**src/rtl/pipe_pkg.sv**
```systemverilog
// Shared types and helpers for the elastic inter-stage pipeline register.
// Optional statistics counters are enabled with PIPE_STAGE_STATS_EN.
package pipe_pkg;

    typedef enum logic [1:0] {
        EMPTY = 2'd0,
        ONE   = 2'd1,
        FULL  = 2'd2
    } pipe_state_t;

    localparam int STAT_W = 16;

    // Width of the squash-window counter: enough to hold FLUSH_CYC-1 and 0.
    function automatic int flush_cnt_w(input int flush_cyc);
        return $clog2(flush_cyc + 1);
    endfunction

endpackage

```
**src/rtl/pipe_stage_elastic_slot.sv**
```systemverilog
// One storage slot (valid, data, ctrl) of the elastic stage.
// Clear drops valid and ctrl but keeps data; load of an invalid beat keeps data/ctrl.
module pipe_slot #(
    parameter int DATA_W = 16,
    parameter int CTRL_W = 8
) (
    input  logic              clk,
    input  logic              rst,
    input  logic              load_i,
    input  logic              clr_i,
    input  logic              valid_i,
    input  logic [DATA_W-1:0] data_i,
    input  logic [CTRL_W-1:0] ctrl_i,
    output logic              valid_o,
    output logic [DATA_W-1:0] data_o,
    output logic [CTRL_W-1:0] ctrl_o
);

    logic              valid_q;
    logic [DATA_W-1:0] data_q;
    logic [CTRL_W-1:0] ctrl_q;

    always_ff @(posedge clk or posedge rst) begin
        if (rst) begin
            valid_q <= 1'b0;
            data_q  <= '0;
            ctrl_q  <= '0;
        end else if (clr_i) begin
            valid_q <= 1'b0;
            ctrl_q  <= '0;
        end else if (load_i) begin
            valid_q <= valid_i;
            if (valid_i) begin
                data_q <= data_i;
                ctrl_q <= ctrl_i;
            end
        end
    end

    assign valid_o = valid_q;
    assign data_o  = data_q;
    assign ctrl_o  = ctrl_q;

endmodule

```
**src/rtl/pipe_stage_elastic.sv**
```systemverilog
// Elastic pipeline register: main + skid slot, registered backpressure, flush squash window.
// Define PIPE_STAGE_STATS_EN to add the stall_cycles / squashed_beats counters.
module pipe_stage_elastic
    import pipe_pkg::*;
#(
    parameter int DATA_W    = 16,
    parameter int CTRL_W    = 8,
    parameter int FLUSH_CYC = 3,
    localparam int FCW      = flush_cnt_w(FLUSH_CYC)
) (
    input  logic              clk,
    input  logic              rst,
    input  logic              in_valid,
    output logic              in_ready,
    input  logic [DATA_W-1:0] in_data,
    input  logic [CTRL_W-1:0] in_ctrl,
    input  logic              flush,
    output logic              out_valid,
    input  logic              out_ready,
    output logic [DATA_W-1:0] out_data,
    output logic [CTRL_W-1:0] out_ctrl,
    output logic              flush_active,
    output logic [FCW-1:0]    flush_cnt
`ifdef PIPE_STAGE_STATS_EN
    ,
    output logic [STAT_W-1:0] stall_cycles,
    output logic [STAT_W-1:0] squashed_beats
`endif
);

    // Handshake: a beat transfers on a rising edge where valid & ready are both high;
    // valid never depends on ready, and in_ready comes straight from the skid valid flop.
    logic              main_v, skid_v;
    logic [DATA_W-1:0] main_data, skid_data;
    logic [CTRL_W-1:0] main_ctrl, skid_ctrl;

    logic              squash, acc, pop;
    logic              main_load, main_from_skid, main_vin;
    logic              skid_load, skid_vin;
    logic [DATA_W-1:0] main_data_in;
    logic [CTRL_W-1:0] main_ctrl_in;
    logic [FCW-1:0]    flush_cnt_q, flush_cnt_d;
    pipe_state_t       state;

    assign squash = flush | (flush_cnt_q != '0);
    assign acc    = in_valid & in_ready & ~squash;
    assign pop    = out_valid & out_ready;

    // The slot valid bits are the state register; this decodes them.
    always_comb begin
        state = EMPTY;
        if (main_v) begin
            state = skid_v ? FULL : ONE;
        end
    end

    always_comb begin
        main_load      = 1'b0;
        main_from_skid = 1'b0;
        main_vin       = 1'b0;
        skid_load      = 1'b0;
        skid_vin       = 1'b0;
        case (state)
            EMPTY: begin
                if (acc) begin
                    main_load = 1'b1;
                    main_vin  = 1'b1;
                end
            end
            ONE: begin
                if (pop) begin
                    main_load = 1'b1;
                    main_vin  = acc;
                end else if (acc) begin
                    skid_load = 1'b1;
                    skid_vin  = 1'b1;
                end
            end
            FULL: begin
                if (pop) begin
                    main_load      = 1'b1;
                    main_from_skid = 1'b1;
                    main_vin       = 1'b1;
                    skid_load      = 1'b1;
                    skid_vin       = 1'b0;
                end
            end
            default: begin
            end
        endcase
    end

    always_comb begin
        main_data_in = main_from_skid ? skid_data : in_data;
        main_ctrl_in = main_from_skid ? skid_ctrl : in_ctrl;
    end

    pipe_slot #(.DATA_W(DATA_W), .CTRL_W(CTRL_W)) u_main (
        .clk     (clk),
        .rst     (rst),
        .load_i  (main_load),
        .clr_i   (flush),
        .valid_i (main_vin),
        .data_i  (main_data_in),
        .ctrl_i  (main_ctrl_in),
        .valid_o (main_v),
        .data_o  (main_data),
        .ctrl_o  (main_ctrl)
    );

    pipe_slot #(.DATA_W(DATA_W), .CTRL_W(CTRL_W)) u_skid (
        .clk     (clk),
        .rst     (rst),
        .load_i  (skid_load),
        .clr_i   (flush),
        .valid_i (skid_vin),
        .data_i  (in_data),
        .ctrl_i  (in_ctrl),
        .valid_o (skid_v),
        .data_o  (skid_data),
        .ctrl_o  (skid_ctrl)
    );

    // A flush during an open window restarts it rather than extending it additively.
    always_comb begin
        flush_cnt_d = flush_cnt_q;
        if (flush) begin
            flush_cnt_d = FCW'(FLUSH_CYC - 1);
        end else if (flush_cnt_q != '0) begin
            flush_cnt_d = flush_cnt_q - FCW'(1);
        end
    end

    always_ff @(posedge clk or posedge rst) begin
        if (rst) begin
            flush_cnt_q <= '0;
        end else begin
            flush_cnt_q <= flush_cnt_d;
        end
    end

    assign in_ready     = ~skid_v;
    assign out_valid    = main_v;
    assign out_data     = main_data;
    assign out_ctrl     = main_ctrl;
    assign flush_active = (flush_cnt_q != '0);
    assign flush_cnt    = flush_cnt_q;

`ifdef PIPE_STAGE_STATS_EN
    logic [STAT_W-1:0] stall_q, squashed_q;

    always_ff @(posedge clk or posedge rst) begin
        if (rst) begin
            stall_q    <= '0;
            squashed_q <= '0;
        end else begin
            if (out_valid && !out_ready && (stall_q != '1)) begin
                stall_q <= stall_q + STAT_W'(1);
            end
            if (in_valid && squash && (squashed_q != '1)) begin
                squashed_q <= squashed_q + STAT_W'(1);
            end
        end
    end

    assign stall_cycles   = stall_q;
    assign squashed_beats = squashed_q;
`endif

endmodule
```
**config.mk**
```make
export PLATFORM = sky130hd
export DESIGN_NAME = pipe_stage_elastic
export DESIGN_NICKNAME = d
export VERILOG_FILES = /design/src/rtl/pipe_pkg.sv /design/src/rtl/pipe_stage_elastic_slot.sv /design/src/rtl/pipe_stage_elastic.sv
export SDC_FILE = /design/constraint.sdc
export NUM_CORES = 1
export LEC_CHECK = 0
export ABC_AREA = 1
export BUFFER_PORTS_ARGS = -buffer_cell sky130_fd_sc_hd__buf_2
export CORE_UTILIZATION = 57
export CTS_BUF_LIST = sky130_fd_sc_hd__clkbuf_4 sky130_fd_sc_hd__clkbuf_8
export CTS_CLUSTER_SIZE = 30
export DETAILED_ROUTE_END_ITERATION = 6
export PLACE_DENSITY = 0.91
export RECOVER_POWER = 25
export SLEW_MARGIN = 25
export SYNTH_ARGS = -nofsm -noshare
export SYNTH_HDL_FRONTEND = slang
export SYNTH_HIERARCHICAL = 1
export SYNTH_SLANG_ARGS = --single-unit
```
**constraint.sdc**
```tcl
create_clock -name clk -period 1.9 [get_ports clk]
set_clock_uncertainty 0.2 [all_clocks]
set_input_delay 0.285 -clock clk [delete_from_list [all_inputs] [get_ports clk]]
set_output_delay 0.285 -clock clk [all_outputs]
set_load 0.01 [all_outputs]
```
# [Word level (Yosys, flattened, before mapping)]
# Cells that the tools add are included.
[word_totals] out_inout_bits=29 ff_bits=52 elab_cells=54
[classes] addsub=1 mux=25 bitwise_logic=7 reduce_logical=12 n_eq_ne=2
[ops] cell="two-way mux 8 bit" n=7
[ops] cell="two-way mux 16 bit" n=1
[ops] cell="nonzero test 2 bit" n=6
[ops] cell="two-way mux 1 bit" n=10
[ops] cell="two-way mux 2 bit" n=4
[ops] cell="AND reduction 3 bit" n=2
[ops] cell="case mux 1 bit (2 select lines)" n=2
[ops] cell="AND reduction 2 bit" n=2
[ops] cell="bitwise AND 1 bit" n=3
[ops] cell="inverter 1 bit" n=3
[ops] cell="case mux 1 bit (3 select lines)" n=1
[ops] cell="equality test 2 x 1 -> 1 bit, second input constant" n=1
[ops] cell="equality test 2 bit, second input constant" n=1
[ops] cell="zero test 2 bit" n=1
[ops] cell="OR reduction 2 bit" n=1
[ops] cell="subtractor 2 x 1 -> 2 bit, second input constant" n=1
[ops] cell="bitwise OR 1 bit" n=1

# [Logic depth before layout (Yosys ltp)]
[logic_depth] depth_word=10 ltp_mapped=11 mapped_depth_nobuf=9

# [Modules after synthesis]
# The synthesis kept the hierarchy.
[modules_own_cells] module="pipe_slot" n_inst=2 area_each_um2=1074.8 cells_each=113
[modules_own_cells] module="pipe_stage_elastic" n_inst=1 area_each_um2=625.6 cells_each=105

# [Least setup slack after synthesis]
# OpenSTA, ideal clock, no wires.
[synth_timing] path_kind="register to register" startpoint="register flush_cnt_q[0], in the netlist flush_cnt[0]" endpoint="register u_skid.data_q[0], in the netlist u_skid/data_o[0]" arrival_ns=1.426 path_slack_ns=0.157 path_stages_with_launch=12 n_path_buf=2 t_required_ns=1.583 path_cell_list="dfrtp_1 > inv_1 > ha_1 > nand2_1 > inv_1 > nand3_1 > nand2_1 > buf_4 > nand3_4 > buf_6 > nand2_1 > nand2_1"
[synth_between] elab_chain_len=8
[synth_lines] item="start, declared" line="pipe_stage_elastic.sv:42" text="logic [FCW-1:0] flush_cnt_q, flush_cnt_d;"
[synth_lines] item="start signal, assigned" line="pipe_stage_elastic.sv:138" text="flush_cnt_q <= flush_cnt_d;"
[synth_lines] item="nonzero test 2 bit" line="pipe_stage_elastic.sv:45" text="assign squash = flush | (flush_cnt_q != '0);"
[synth_lines] item="bitwise OR 1 bit" line="pipe_stage_elastic.sv:45"
[synth_lines] item="inverter 1 bit" line="pipe_stage_elastic.sv:46" text="assign acc = in_valid & in_ready & ~squash;"
[synth_lines] item="bitwise AND 1 bit" line="pipe_stage_elastic.sv:46"
[synth_lines] item="two-way mux 1 bit" line="pipe_stage_elastic.sv:74" text="end else if (acc) begin"
[synth_lines] item="two-way mux 1 bit" line="pipe_stage_elastic.sv:71" text="if (pop) begin"
[synth_lines] item="case mux 1 bit (2 select lines)" line="pipe_stage_elastic.sv:63" text="case (state)"
[synth_lines] item="via skid_load" line="pipe_stage_elastic.sv:39" text="logic skid_load, skid_vin;"
[synth_lines] item="AND reduction 3 bit (no source line)"
[synth_lines] item="end signal, assigned" line="pipe_stage_elastic_slot.sv:34" text="data_q <= data_i;"
[synth_lines] item="end, declared" line="pipe_stage_elastic_slot.sv:20" text="logic [DATA_W-1:0] data_q;"
# The timed path passes the listed nets, and every way through them passes these cells.
# A chain may end at the register's enable or synchronous reset.

# [Worst setup path in the final report]
[layout_timing] startpoint="register flush_cnt_q[0], in the netlist flush_cnt[0]" endpoint="register u_main.data_q[14], in the netlist u_main/data_o[14]"
[layout_between] elab_chain_len=7
[layout_lines] item="nonzero test 2 bit (*)" line="pipe_stage_elastic.sv:45"
[layout_lines] item="bitwise OR 1 bit (*)" line="pipe_stage_elastic.sv:45"
[layout_lines] item="inverter 1 bit (*)" line="pipe_stage_elastic.sv:46"
[layout_lines] item="bitwise AND 1 bit (*)" line="pipe_stage_elastic.sv:46"
[layout_lines] item="two-way mux 1 bit (on tied branches)" line="pipe_stage_elastic.sv:71, pipe_stage_elastic.sv:65"
[layout_lines] item="case mux 1 bit (3 select lines) (*)" line="pipe_stage_elastic.sv:63"
[layout_lines] item="via main_vin" line="pipe_stage_elastic.sv:38" text="logic main_load, main_from_skid, main_vin;"
[layout_lines] item="AND reduction 3 bit (no source line) (*)"
[layout_lines] item="end signal, assigned" line="pipe_stage_elastic_slot.sv:34"
[layout_lines] item="end, declared" line="pipe_stage_elastic_slot.sv:20"
# Mark *: on every way through the listed nets, which the timed path passes. The rest lies on a longest branch.

==> reports/summary.md <==
The run finished, with violations left. The final reports fail on design-rule violations. The cell type with the highest aggregate area in the netlist is dfrtp_1. The total I/O pin count is 58, and the final setup violation count is 0. Once the clock tree was built, the setup fixing pass inserted 0 buffers.

The dominant synthesized flop cell was dfrtp_1. During synthesis, Yosys emitted a total of 6 warnings. Prior to clock tree synthesis, the placed netlist has a worst setup slack of 0.0439 ns. The logs give 0.31 ns for the clock insertion delay at the later pin of the skew report and 0.000363 V for the worst vdd rail ir drop.

Routability-driven placement finished with a final weighted congestion of 0.799. Summed over all nets, the switching power comes to 0.666 mW. The share of cells above drive strength 1 came out at 30.8%.

A synthesized cell averages 8.38 um^2. The number of remaining DRC errors came out at 1. The path class of the tightest hold or removal check is primary input to register. Buffers inserted during clock tree synthesis total 5. Register bit count reported by yosys: 52. The worst setup path is launched from a register. The logs give 18.9% for the part of the total power dissipated in combinational logic and 399 um for the routed wire length on met3. The post-layout net count was 418; the average wire per cell in the routed design was 15.0 um. Net switching is 29.1% of the power.

In this run the remaining antenna-violating nets after routing total 0. Data arrives at the worst endpoint at 1.87 ns. The number of nets produced by synthesis is 361. Max-slew violation count: 0. Max-cap violations in this run came to 0. The critical path is of the register to register type. For this block, the initial DRC count from the detailed router was 216. After synthesis, the cell types taking the most area are dfrtp_1 (47%), nand2_1 (15%), nand4_1 (11%). For this run, the top clock speed supported by timing is 547 MHz. TritonCTS built the clock tree. The number of different library cells used by synthesis comes to 16. The final critical path takes up 96.3% of the cycle. The areal power density over the cells was 701 mW/mm^2; the post-layout total power was 2.29 mW. The number of antenna violations at the first check in global routing is 0.

The top cell type by area accounts for 46.9% of the synthesized area. After detailed routing, the total wire length is 6650 um. nand2_1 is the most common cell in the netlist. In this run the worst setup path begins at flush_cnt[0]. The first global-routing pass estimated 9940 um of wire. The total iterations of the first detailed-routing run was 7; the clock edge transition at the registers on the reported setup and hold paths was 0.10 ns. The tightest slew margin relative to the limit was 57.6%.

The number of flops mapped to enable cells by yosys came out at 0. STA classifies the critical path endpoint as a register. From bottom edge to top edge, the die measures 71.8 um.

Summed over all layers, the global routing overflow is 0. In this run, the clock network consumes 28.8% of the power. Registers are responsible for 52.3% of the overall power. The final hold violation count came out at 0. The die is 71.8 um wide. The data required time at the worst endpoint is 1.94 ns, and the number of standard cells after synthesis is 331. The met1 routed wirelength after detailed routing is 2790 um, and the final HPWL from detailed placement is 4440 um. The number of fill cells in the layout is 349, and the initial cell density of the core is 59.1%. The placeable core area was 0.00469 mm^2.

Counting along the longest clock path gives a buffer depth of 2. The analysis attributes to cell leakage a power of 1.78 nW. The commonest cells after synthesis are nand2_1 (114), dfrtp_1 (52), nand4_1 (48). The clock period minus final worst setup slack is 1.83 ns, and the die area is 0.00515 mm^2. The area growth from synthesis to layout is 17.7%. The number of global-route vias before repair was 2,176. The tools report the row count as 25. Summed over all nets, wire length on met2 after detailed routing comes to 3280 um. The run gives 2,497 as the via count. The share of the yosys chip area belonging to registers came out at 46.9%. The root buffer cell chosen for the clock tree is clkbuf_8. For the global-route total usage across every layer, the log shows 25.2%. Entering global routing, the biggest net connects 29 pins.

The startpoint identified for the worst register-to-register timing path is flush_cnt[0]. CTS built an H-tree with a depth of 2. The number of clock sinks seen by CTS was 52; the proportion of synthesized flip-flops having asynchronous set or reset was 100%.

The vias per cell is 5.64, and the cell-internal power is 1.62 mW. The repair_antennas step left the layout with diodes totalling 0. Cell area after synthesis: 0.00278 mm^2. The beginning of the worst hold path is in_ctrl[4]. In this run the tool buffered the top-level ports with 57 buffer cells. For the pin with the worst max-slew slack, the measured transition is 0.636 ns. The maximum net fanout on the critical path is 17. Highest metal layer with signal wires: met4. For the setup slack of the critical path after layout, the log shows 0.0712 ns.
-- sequential cells by signal, indices dropped and copies added (netlist names) --
name / count
u_main/data_o: 16
u_main/ctrl_o: 8
u_skid/ctrl_o: 8
flush_cnt: 2
u_skid/valid_o: 1
u_skid/data_o: 16
u_main/valid_o: 1
-- cells in the final DEF, fill, tap and decap left out, types with 2 or more instances in the layout --
| master | synthesis | layout |
|---|---|---|
| nand3_1 | 18 | 16 |
| dfrtp_1 | 52 | 52 |
| nand3_2 | 0 | 3 |
| inv_1 | 35 | 33 |
| inv_2 | 2 | 3 |
| o21ai_0 | 3 | 3 |
| nand2_4 | 0 | 3 |
| nand2_2 | 0 | 2 |
| buf_4 | 12 | 7 |
| nand4_1 | 48 | 48 |
| buf_12 | 0 | 2 |
| nand2_1 | 114 | 109 |
| clkbuf_2 | 0 | 2 |
| buf_6 | 7 | 3 |
| nor2_1 | 4 | 4 |
| nand3_4 | 3 | 4 |
| buf_2 | 6 | 56 |
| clkinvlp_4 | 0 | 2 |
| clkbuf_8 | 0 | 6 |
| o21ai_2 | 24 | 24 |
-- timing repair --
| action | CTS | global route |
|---|---|---|
| setup endpoints to repair | 0 | 50 |
| endpoints found under the hold margin | 52 | 0 |
| gates resized for setup | 0 | 21 |
| hold buffers | 1 | 0 |
-- per-layer routing --
metal  vias up  GRT usage [%]
li1       1207              -
met1      1173           34.3
met2       100           40.5
met3        17           4.50
met4         0           9.37
met5         -              0
-- logic make-up (layout without fill, tap and decap cells) --
| logic type | after synthesis | count (layout) | share of synthesized area [%] |
|---|---|---|---|
| compound gates | 29 | 29 | 8.57 |
| fa+ha+maj | 1 | 1 | 0.451 |
| buf+inv | 62 | 118 | 12.2 |
| flops | 52 | 52 | 46.9 |
| simple gates | 187 | 189 | 31.9 |
-- worst max-delay path, stage by stage (launching register included) --
cell and delay [ns]:
dfrtp_1 0.41, inv_2 0.10, ha_4 0.16, nand2_1 0.07, inv_1 0.10, nand3_2 0.14, nand2_4 0.15, buf_6 0.18
nand4_1 0.14, nand2_1 0.10
-- area by class of cell --
class                      count  area (um^2)  area share (%)
sequential                    52         1300            39.8
multi-input combinational    219         1210            37.2
timing repair buffer          73          445            13.6
inverter                      37          141            4.33
clock buffer                   6         82.6            2.53
tap                           54         67.6            2.07
clock inverter                 2         15.0           0.460
-- path summary, 6_finish.rpt --
| check | end | depth (start not counted) | slack (ns) |
|---|---|---|---|
| min in group asynchronous | flush_cnt[1] | 3 | 0.20 |
| min | u_skid/ctrl_o[4] | 3 | 0.02 |
| max | u_main/data_o[14] | 9 | 0.07 |
| min reg2reg | u_main/data_o[3] | 2 | 0.27 |
| max reg2reg | u_main/data_o[14] | 9 | 0.07 |
| max in group asynchronous | u_skid/ctrl_o[5] | 4 | 0.57 |
-- power groups by stage --
stage	sequential (mW)	combinational, mW	clock, mW
6_report	1.20	0.434	0.659
5_1_grt	1.21	0.484	0.716
4_1_cts	1.20	0.387	0.673
3_5_place_dp	1.22	0.384	0
3_3_place_gp	1.22	0.368	0
2_1_floorplan	1.25	0.204	0
-- through the flow --
step	hold WS, ns	std cells	cell area (um^2)	utilization (%)	TNS [ns]
after floorplan	-0.174	331	2780	-	0
after global placement	-0.0451	432	3070	65.4	0
after detailed placement	-0.0373	432	3070	65.4	0
after CTS	0.0195	441	3170	67.7	0
after global routing	0.0162	443	3270	69.6	-0.0121
final	0.0238	443	3270	69.6	0
Note: power is estimated with default switching activity, not from simulation.
